File: src/rtl/ps2_key_decoder.sv
// PS/2 set-2 scan-code decoder for the 12 camera keys: tracks the held state of each key,
// drops typematic repeats, and emits one-cycle press/release pulses per key.
package ps2_key_decoder_pkg;
    typedef struct packed {
        logic [1:0] d;
        logic [1:0] a;
        logic [1:0] e;
        logic [1:0] q;
        logic [1:0] w;
        logic [1:0] s;
        logic [1:0] l;
        logic [1:0] j;
        logic [1:0] o;
        logic [1:0] u;
        logic [1:0] i;
        logic [1:0] k;
    } keys_t;
endpackage

module ps2_key_decoder
    import ps2_key_decoder_pkg::*;
#(
    parameter int PREFIX_TIMEOUT = 1000000,
    parameter int CNT_W          = 20
) (
    input  logic       clk,
    input  logic       rst,
    input  logic       code_valid,
    input  logic [7:0] code,
    output keys_t      keys,
    output logic [11:0] held,
    output logic       seq_err
);

    typedef enum logic [1:0] {
        IDLE    = 2'd0,
        BRK     = 2'd1,
        EXT     = 2'd2,
        EXT_BRK = 2'd3
    } state_t;

    localparam logic [7:0] CODE_BRK = 8'hF0;
    localparam logic [7:0] CODE_EXT = 8'hE0;
    localparam logic [CNT_W-1:0] CNT_LAST = CNT_W'(PREFIX_TIMEOUT - 1);

    state_t           state_r, state_s;
    logic [CNT_W-1:0] cnt_r, cnt_s;
    logic [11:0]      held_r, held_s;
    logic [23:0]      keys_r, keys_s;
    logic             seq_err_r, seq_err_s;
    logic [4:0]       map_s;
    logic             hit_s;
    logic [3:0]       idx_s;
    logic [4:0]       press_bit_s;
    logic [4:0]       release_bit_s;

    // Returns {hit, key index}; the index matches the bit position in held (k=0 .. d=11).
    function automatic logic [4:0] map_code(input logic [7:0] c);
        case (c)
            8'h23:   map_code = {1'b1, 4'd11};
            8'h1C:   map_code = {1'b1, 4'd10};
            8'h24:   map_code = {1'b1, 4'd9};
            8'h15:   map_code = {1'b1, 4'd8};
            8'h1D:   map_code = {1'b1, 4'd7};
            8'h1B:   map_code = {1'b1, 4'd6};
            8'h4B:   map_code = {1'b1, 4'd5};
            8'h3B:   map_code = {1'b1, 4'd4};
            8'h44:   map_code = {1'b1, 4'd3};
            8'h3C:   map_code = {1'b1, 4'd2};
            8'h43:   map_code = {1'b1, 4'd1};
            8'h42:   map_code = {1'b1, 4'd0};
            default: map_code = {1'b0, 4'd0};
        endcase
    endfunction

    assign map_s         = map_code(code);
    assign hit_s         = map_s[4];
    assign idx_s         = map_s[3:0];
    assign press_bit_s   = {idx_s, 1'b0};
    assign release_bit_s = {idx_s, 1'b1};

    // Next-state, held-set update and pulse generation for one received byte or idle cycle.
    always_comb begin
        state_s   = state_r;
        cnt_s     = cnt_r;
        held_s    = held_r;
        keys_s    = 24'd0;
        seq_err_s = 1'b0;
        if (code_valid) begin
            cnt_s = {CNT_W{1'b0}};
            case (state_r)
                IDLE: begin
                    if (code == CODE_BRK) begin
                        state_s = BRK;
                    end else if (code == CODE_EXT) begin
                        state_s = EXT;
                    end else if (hit_s && !held_r[idx_s]) begin
                        held_s[idx_s]        = 1'b1;
                        keys_s[press_bit_s]  = 1'b1;
                    end else begin
                        state_s = IDLE;
                    end
                end
                BRK: begin
                    state_s = IDLE;
                    if (hit_s && held_r[idx_s]) begin
                        held_s[idx_s]         = 1'b0;
                        keys_s[release_bit_s] = 1'b1;
                    end else begin
                        held_s = held_r;
                    end
                end
                EXT: begin
                    if (code == CODE_BRK) begin
                        state_s = EXT_BRK;
                    end else begin
                        state_s = IDLE;
                    end
                end
                EXT_BRK: state_s = IDLE;
                default: state_s = IDLE;
            endcase
        end else if (state_r != IDLE) begin
            // A stalled prefix is abandoned so a lost byte cannot turn the next make into a break.
            if (cnt_r == CNT_LAST) begin
                state_s   = IDLE;
                cnt_s     = {CNT_W{1'b0}};
                seq_err_s = 1'b1;
            end else begin
                cnt_s = cnt_r + {{(CNT_W-1){1'b0}}, 1'b1};
            end
        end else begin
            cnt_s = {CNT_W{1'b0}};
        end
    end

    // State and output registers with synchronous reset.
    always_ff @(posedge clk) begin
        if (rst) begin
            state_r   <= IDLE;
            cnt_r     <= {CNT_W{1'b0}};
            held_r    <= 12'd0;
            keys_r    <= 24'd0;
            seq_err_r <= 1'b0;
        end else begin
            state_r   <= state_s;
            cnt_r     <= cnt_s;
            held_r    <= held_s;
            keys_r    <= keys_s;
            seq_err_r <= seq_err_s;
        end
    end

    assign keys    = keys_r;
    assign held    = held_r;
    assign seq_err = seq_err_r;

endmodule
File: config.mk
export PLATFORM = sky130hd
export DESIGN_NAME = ps2_key_decoder
export DESIGN_NICKNAME = d
export VERILOG_FILES = /design/src/rtl/ps2_key_decoder.sv
export SDC_FILE = /design/constraint.sdc
export NUM_CORES = 1
export LEC_CHECK = 0
export ABC_AREA = 0
export CAP_MARGIN = 5
export CORE_MARGIN = 3
export CORE_UTILIZATION = 25
export DETAILED_ROUTE_END_ITERATION = 8
export GPL_ROUTABILITY_DRIVEN = 0
export PLACE_DENSITY = 0.42
export SLEW_MARGIN = 20
export SYNTH_ARGS = -nofsm -noshare
export SYNTH_HDL_FRONTEND = slang
export SYNTH_SLANG_ARGS = --single-unit
File: constraint.sdc
create_clock -name clk -period 3.6 [get_ports clk]
set_clock_uncertainty 0.2 [all_clocks]
set_input_delay 0.54 -clock clk [delete_from_list [all_inputs] [get_ports clk]]
set_output_delay 0.54 -clock clk [all_outputs]
set_load 0.1 [all_outputs]
; ---- Word level (Yosys, flattened, before mapping)
; Index checks and enable logic that the tools add are counted.
[word_totals]
wordCells = 85
register_bits = 59
output_inout_bits = 37
input_bits = 11
[classes]
reduce_logical = 17
bitwise_logic = 5
n_eq_ne = 23
n_addsub = 1
order_cmp = 6
mux = 28
[ops]
columns = op, count
row1 = $mux W23, 3
row2 = $pmux W5 S12, 1
row3 = $mux W12, 4
row4 = $pmux W24 S2, 1
row5 = $eq A8 B5 Y1 const B, 4
row6 = $eq A8 B6 Y1 const B, 4
row7 = $eq A8 B7 Y1 const B, 4
row8 = $mux W24, 1
row9 = $pmux W12 S2, 1
row10 = $add A20 B1 Y20 const B, 1
row11 = $eq A20 B20 Y1 const B, 1
row12 = $eq A8 B8 Y1 const B, 2
row13 = $mux W2, 7
row14 = $and A12 B12 Y12, 1
row15 = $demux W1 S4, 3
row16 = $lt A5 B6 Y1 const B, 2
row17 = $not A12 Y12, 1
row18 = $or A12 B12 Y12, 1
row19 = $ge A5 B1 Y1 const B, 2
row20 = $ne A2 B2 Y1 const B, 4
row21 = $reduce_bool A2 Y1, 4
row22 = $pmux W2 S3, 1
row23 = $reduce_and A6 Y1, 1
row24 = $logic_and A1 B1 Y1, 5
row25 = 14 further kinds, 21

; ---- Logic depth before layout (Yosys ltp)
; Gate-level depths: netlist of the first run.
[depth]
word_depth = 11
mapped_depth = 9
mapped_depth_nobuf = 7

; ---- Least setup slack after synthesis of the first run
; OpenSTA, ideal clock, no wires.
[synth_timing]
kind = input to register
start = input port code[0]
end = register (tool-made name)
stages = 9
path_buffers = 2
setup_ps = 128
arrival_time_ps = 2369
required_ps = 3272
setup_slack_ps = 903
cell_sequence = buf_6 or2_1 o32a_4 o21ai_4 mux2i_1 a211o_1 buf_6 a211oi_1 o22ai_1
[synth_lines]
columns = element, line_no
row1 = "start, declared", 29  ; input logic [7:0] code,

==> results of run 1 <==
==> synthesized netlist by cell type, types with 4 or more instances <==
cell and instances:
xor2_1 9, nand2_1 21, a211oi_1 13, and3_1 5
nor3_2 9, a21oi_1 6, xnor2_1 7, inv_1 10
nor3_1 9, nand4_1 5, a211o_1 4, o32ai_1 4
buf_2 5, clkbuf_1 7, nand3_1 14, or4_1 4
o21ai_0 6, dfxtp_1 59, o22ai_1 6, or3_1 4
nand2b_1 15, nor2_1 41
==> critical path, delay by kind of cell <==
| kind | cells | cell delay (ns) |
|---|---|---|
| XOR/XNOR | 1 | 0.11 |
| buffers and inverters | 3 | 0.93 |
| AO/OA/AOI/OAI | 5 | 1.43 |
| multiplexers | 1 | 0.12 |
==> worst paths after layout <==
path | start | to | slack (ns) | depth (start not counted)
worst max-delay path | code[5] | register | 0.47 | 10
worst min register to register | cnt_r[0]$_SDFF_PP0_ | cnt_r[0]$_SDFF_PP0_ | 0.28 | 1
worst max register to register | cnt_r[10]$_SDFF_PP0_ | cnt_r[19]$_SDFF_PP0_ | 1.22 | 5
worst min-delay path | cnt_r[0]$_SDFF_PP0_ | cnt_r[0]$_SDFF_PP0_ | 0.28 | 1
==> where the power goes <==
part | internal (mW) | switching, mW | total, mW
registers | 0.654 | 0.000403 | 0.654
logic | 0.0324 | 0.0461 | 0.0785
clock network | 0.610 | 0.315 | 0.925
==> routing by layer <==
metal  up-vias  GRT usage  wire length (um)
li1       1254          -                 -
met1      1149      0.152              3500
met2        52      0.203              3720
met3         7     0.0417               399
met4         0     0.0337                75
met5         -          0                 0
==> through the flow <==
step                      cells  power (mW)
after floorplan             317       0.719
after global placement      500       0.748
after detailed placement    500       0.747
after CTS                   516        1.68
after global routing        516        1.72
final                       516        1.66
==> layout by cell type, fill, tap and decap left out, types with 4 or more instances in the layout <==
master            n
a211o_1           4
a211oi_1         13
a21oi_1           6
and3_1            5
buf_4            12
clkbuf_16         9
clkdlybuf4s50_1  47
dfxtp_1          59
inv_1            10
nand2_1          21
nand2b_1         15
nand3_1          14
nand4_1           5
nor2_1           41
nor3_1            9
nor3_2            9
o21ai_0           6
o22ai_1           6
o32ai_1           4
or3_1             4
or4_1             4
xnor2_1           7
xor2_1            9
==> cell families after synthesis <==
group,synth area share
AOI/OAI and AO/OA,0.177
muxes,0.00350
DFF,0.413
buffers and inverters,0.0482
adders and majority gates,0.00438
xor gates and xnor gates,0.0490
and+or+nand+nor,0.305
==> final cells by class <==
cell class	count	area [um^2]	share of cell area
Tap cell	140	175	0.0456
Timing Repair Buffer	60	581	0.151
Inverter	10	37.5	0.00978
Clock inverter	7	101	0.0264
Clock buffer	9	225	0.0587
Sequential cell	59	1180	0.308
Multi-Input combinational cell	231	1540	0.401
==> results.cfg, run 1 <==
[outcome]
status = finished clean

[sta]
final-hold-violation-count = 0
rsz0062_at_grt = no
max_freq_ghz = 0.320
holdWs_ns = 0.280
fin_tns_setup_ns = 0
worst_pin_slew_ns = 1.01
timing.final.ws_setup_ns = 0.472
finalCriticalPeriod_ns = 3.13
finalSetupViolations = 0
finalCritPeriodShare = 0.869
slew_headroom = 0.324
slew_violations = 0

[yosys]
ys_ff_latch = 59
synthArstFlopShare = 0
syn_area_um2 = 2860
synth_top_flop_cell = dfxtp_1
ys_seq_area_frac = 0.413
synth_top_area_frac = 0.413
syn_inst = 317
synth_area_leaders = dfxtp_1 41%, nor2_1 5.4%, a211oi_1 3.4%
netlist-cell-type-count = 59
synth_top_area_cell = dfxtp_1
synth_nets = 329
synth_edf_count = 0
synth_warnings = 0
syn_area_per_cell_um2 = 9.01

[drt]
drt_wl_total_um = 7690
wl_per_cell_um = 14.9
drc_errors = 0
via_per_inst = 4.77
first_pass_iters = 4
ant_nets = 0
via_count = 2462
drt_iter0_drc = 89

[clocking]
insertion_delay_ns = 0.32
cts_buffer_depth = 2
cts_setup_buffers = 0
cts_sinks = 59
root_buffer = clkbuf_16
cts_resized = 0
cts_hold_buf = 0
path_clk_slew_ns = 0.06
cts_buffers = 9
cts_tree = built
cts_max_level = 3

[critical_path]
worstPathMaxFanout = 8
cp_slowest_stage_delay_ns = 0.53
crit_path_start_kind = input pin
critical_path_arrival_ns = 3.13
worstSetupEndpointType = register
required_ns = 3.60
path_class = in -> reg
crit_slowest_cell = clkdlybuf4s50_1
crit_top_cell = buf_4
path_cells = clkdlybuf4s50_1, buf_4, xnor2_1, o32a_4, o21ai_4, mux2i_1, a211o_1, buf_4, a211oi_1, o22ai_1

[power_and_ir_drop]
power_leakage_nw = 1.22
vdd_drop_max_mv = 0.208
p_per_area_nw_per_um2 = 432

[die]
coreArea_um2 = 11000
initial_core_util = 0.260
die_x_um = 113
die_h_um = 113
die-area_um2 = 12700
rows = 38
io_pins = 48

[run]
drv_cap = 0

[grt]
gr-usage-all-layers = 0.123
grt_overflow = 0
grt_pass1_vias = 2412
grt_max_degree = 21
grt_pass1_wl_um = 12400
antenna_found_initial = 0

[placed_design]
portBuffers = 47
dp_hpwl_um = 5830
dpl_cell_area_um2 = 3510
pre_cts_ws_ns = 0.141

[finish]
nets = 383
fill_cells = 1131
num_antenna_cells = 0
drive_gt1_frac = 0.144
stdcell_area_um2 = 3840
syn2layout_area_growth_pct = 34.4
post-route-util = 0.350

[worst_hold_path]
min_path_type = reg -> reg
No activity file was read; power rests on OpenSTA's default activity.
==> run 2, diff against run 1 <==
--- a/config.mk
+++ b/config.mk
@@ -11,7 +11,9 @@
 export CORE_UTILIZATION = 25
 export DETAILED_ROUTE_END_ITERATION = 8
 export GPL_ROUTABILITY_DRIVEN = 0
+export HOLD_SLACK_MARGIN = 0.05
 export PLACE_DENSITY = 0.42
+export RECOVER_POWER = 50
 export SLEW_MARGIN = 20
 export SYNTH_ARGS = -nofsm -noshare
 export SYNTH_HDL_FRONTEND = slang
==> run 2 against run 1 <==
Critical path type unchanged. Sequential share of layout area is the same. Maximum frequency shrank 2.0%. Non-clock buffer count is the same. Register-to-register slack is essentially flat. Cell count is the same. Combinational power shrank 0.8%. Global-route usage is the same. Cell area is the same. Clock-buffer cell count is the same. Power shrank 0.17%.
==> results.cfg, run 2 (same netlist as run 1, synthesis figures left out) <==
[power_and_ir_drop]
p_per_area_nw_per_um2 = 431
vdd_drop_max_mv = 0.209
swShare = 0.217
p_seq_frac = 0.395
p_int_mw = 1.30
power_leakage_nw = 1.32
p_sw_mw = 0.360
pwr-share-clk = 0.558
pwr-share-comb = 0.047

[die]
die_h_um = 113
io_pins = 48
rows = 38
die-area_um2 = 12700
die_x_um = 113
coreArea_um2 = 11000
initial_core_util = 0.260

[sta]
finalCriticalPeriod_ns = 3.19
max_freq_ghz = 0.313
rsz0062_at_grt = no
worst_pin_slew_ns = 1.01
holdWs_ns = 0.278
finalSetupViolations = 0
slew_violations = 0
fin_tns_setup_ns = 0
final-hold-violation-count = 0
finalCritPeriodShare = 0.887
slew_headroom = 0.325

[drt]
drc_errors = 0
wl_per_cell_um = 14.9
drt_wl_total_um = 7680
drt_iter0_drc = 83
via_per_inst = 4.79
ant_nets = 0
via_count = 2471
first_pass_iters = 4

[critical_path]
crit_top_cell = a211o_1
worstSetupEndpointType = register
path_cells = dlygate4sd3_1, or3b_1, a211o_1, o21ai_4, mux2i_1, a211o_1, buf_4, a211oi_1, o22ai_1
cp_slowest_stage_delay_ns = 0.62
worstPathMaxFanout = 8
path_class = in -> reg
critical_path_arrival_ns = 3.19
required_ns = 3.60
crit_slowest_cell = dlygate4sd3_1
crit_path_start_kind = input pin

[worst_hold_path]
min_path_type = reg -> reg

[clocking]
cts_sinks = 59
cts_tree = built
path_clk_slew_ns = 0.05
cts_buffers = 9
cts_resized = 0
cts_buffer_depth = 2
cts_setup_buffers = 0
insertion_delay_ns = 0.32
root_buffer = clkbuf_16
cts_hold_buf = 0
cts_max_level = 3

[finish]
nets = 383
final_common_cell = dfxtp_1
syn2layout_area_growth_pct = 34.4
fill_cells = 1131
stdcell_area_um2 = 3840
layout_common_cells = 59 x dfxtp_1, 41 x nor2_1, 28 x dlygate4sd3_1
post-route-util = 0.350
multiInputGateArea_um2 = 1540
num_antenna_cells = 0
seqCellArea_um2 = 1180
drive_gt1_frac = 0.144

[run]
drv_cap = 0

[placed_design]
portBuffers = 47
dp_hpwl_um = 5830
dpl_cell_area_um2 = 3510

[grt]
grt_overflow = 0
antenna_found_initial = 0
grt_pass1_vias = 2412
grt_max_degree = 21
gr-usage-all-layers = 0.123
grt_pass1_wl_um = 12400

[outcome]
status = finished clean
[run 2: power by group through the flow]
| stage | Combinational [mW] | Sequential, mW | Clock [mW] |
|---|---|---|---|
| 3_5_place_dp | 0.0791 | 0.668 | 0 |
| 4_1_cts | 0.0792 | 0.654 | 0.947 |
| 5_1_grt | 0.0856 | 0.654 | 0.976 |
| 3_3_place_gp | 0.0802 | 0.668 | 0 |
| 6_report | 0.0779 | 0.654 | 0.923 |
| 2_1_floorplan | 0.0478 | 0.671 | 0 |
[run 2: worst max-delay path, delay by kind of cell]
kind            cells  cell delay (ns)
buf+inv             2             0.83
compound gates      5             1.28
mux                 1             0.11
simple gates        1             0.41
[run 2: worst paths after layout]
check | to | slack [ns] | from | depth (start not counted)
min | cnt_r[0]$_SDFF_PP0_ | 0.28 | cnt_r[0]$_SDFF_PP0_ | 1
max reg2reg | cnt_r[19]$_SDFF_PP0_ | 1.22 | cnt_r[10]$_SDFF_PP0_ | 5
min reg2reg | cnt_r[0]$_SDFF_PP0_ | 0.28 | cnt_r[0]$_SDFF_PP0_ | 1
max | register | 0.41 | code[6] | 9
[run 2: metal layers]
layer,wire [um],GRT usage
met5,0,0
met4,53,0.0337
met3,410,0.0417
met2,3750,0.203
met1,3470,0.152
[run 2: cell type report]
cell class	instances	share of cell area
tap	140	0.0456
clock inverter	7	0.0264
sequential	59	0.308
timing repair buffer	60	0.151
inverter	10	0.00978
multi-input combinational	231	0.401
clock buffer	9	0.0587
[run 2: stage by stage]
step | instances | power (mW) | setup WS, ns
detailed placement | 500 | 0.747 | 0.141
global route | 516 | 1.71 | 0.220
finish | 516 | 1.66 | 0.408
global placement | 500 | 0.748 | 0.123
floorplan | 317 | 0.719 | 0.903
CTS | 516 | 1.68 | 0.475
==> run 3, diff against run 2 <==
--- a/config.mk
+++ b/config.mk
@@ -6,7 +6,7 @@
 export NUM_CORES = 1
 export LEC_CHECK = 0
 export ABC_AREA = 0
-export CAP_MARGIN = 5
+export CAP_MARGIN = 20
 export CORE_MARGIN = 3
 export CORE_UTILIZATION = 25
 export DETAILED_ROUTE_END_ITERATION = 8
==> results of run 3 <==
Final layout, timing and power as in run 2 (identical DEF).
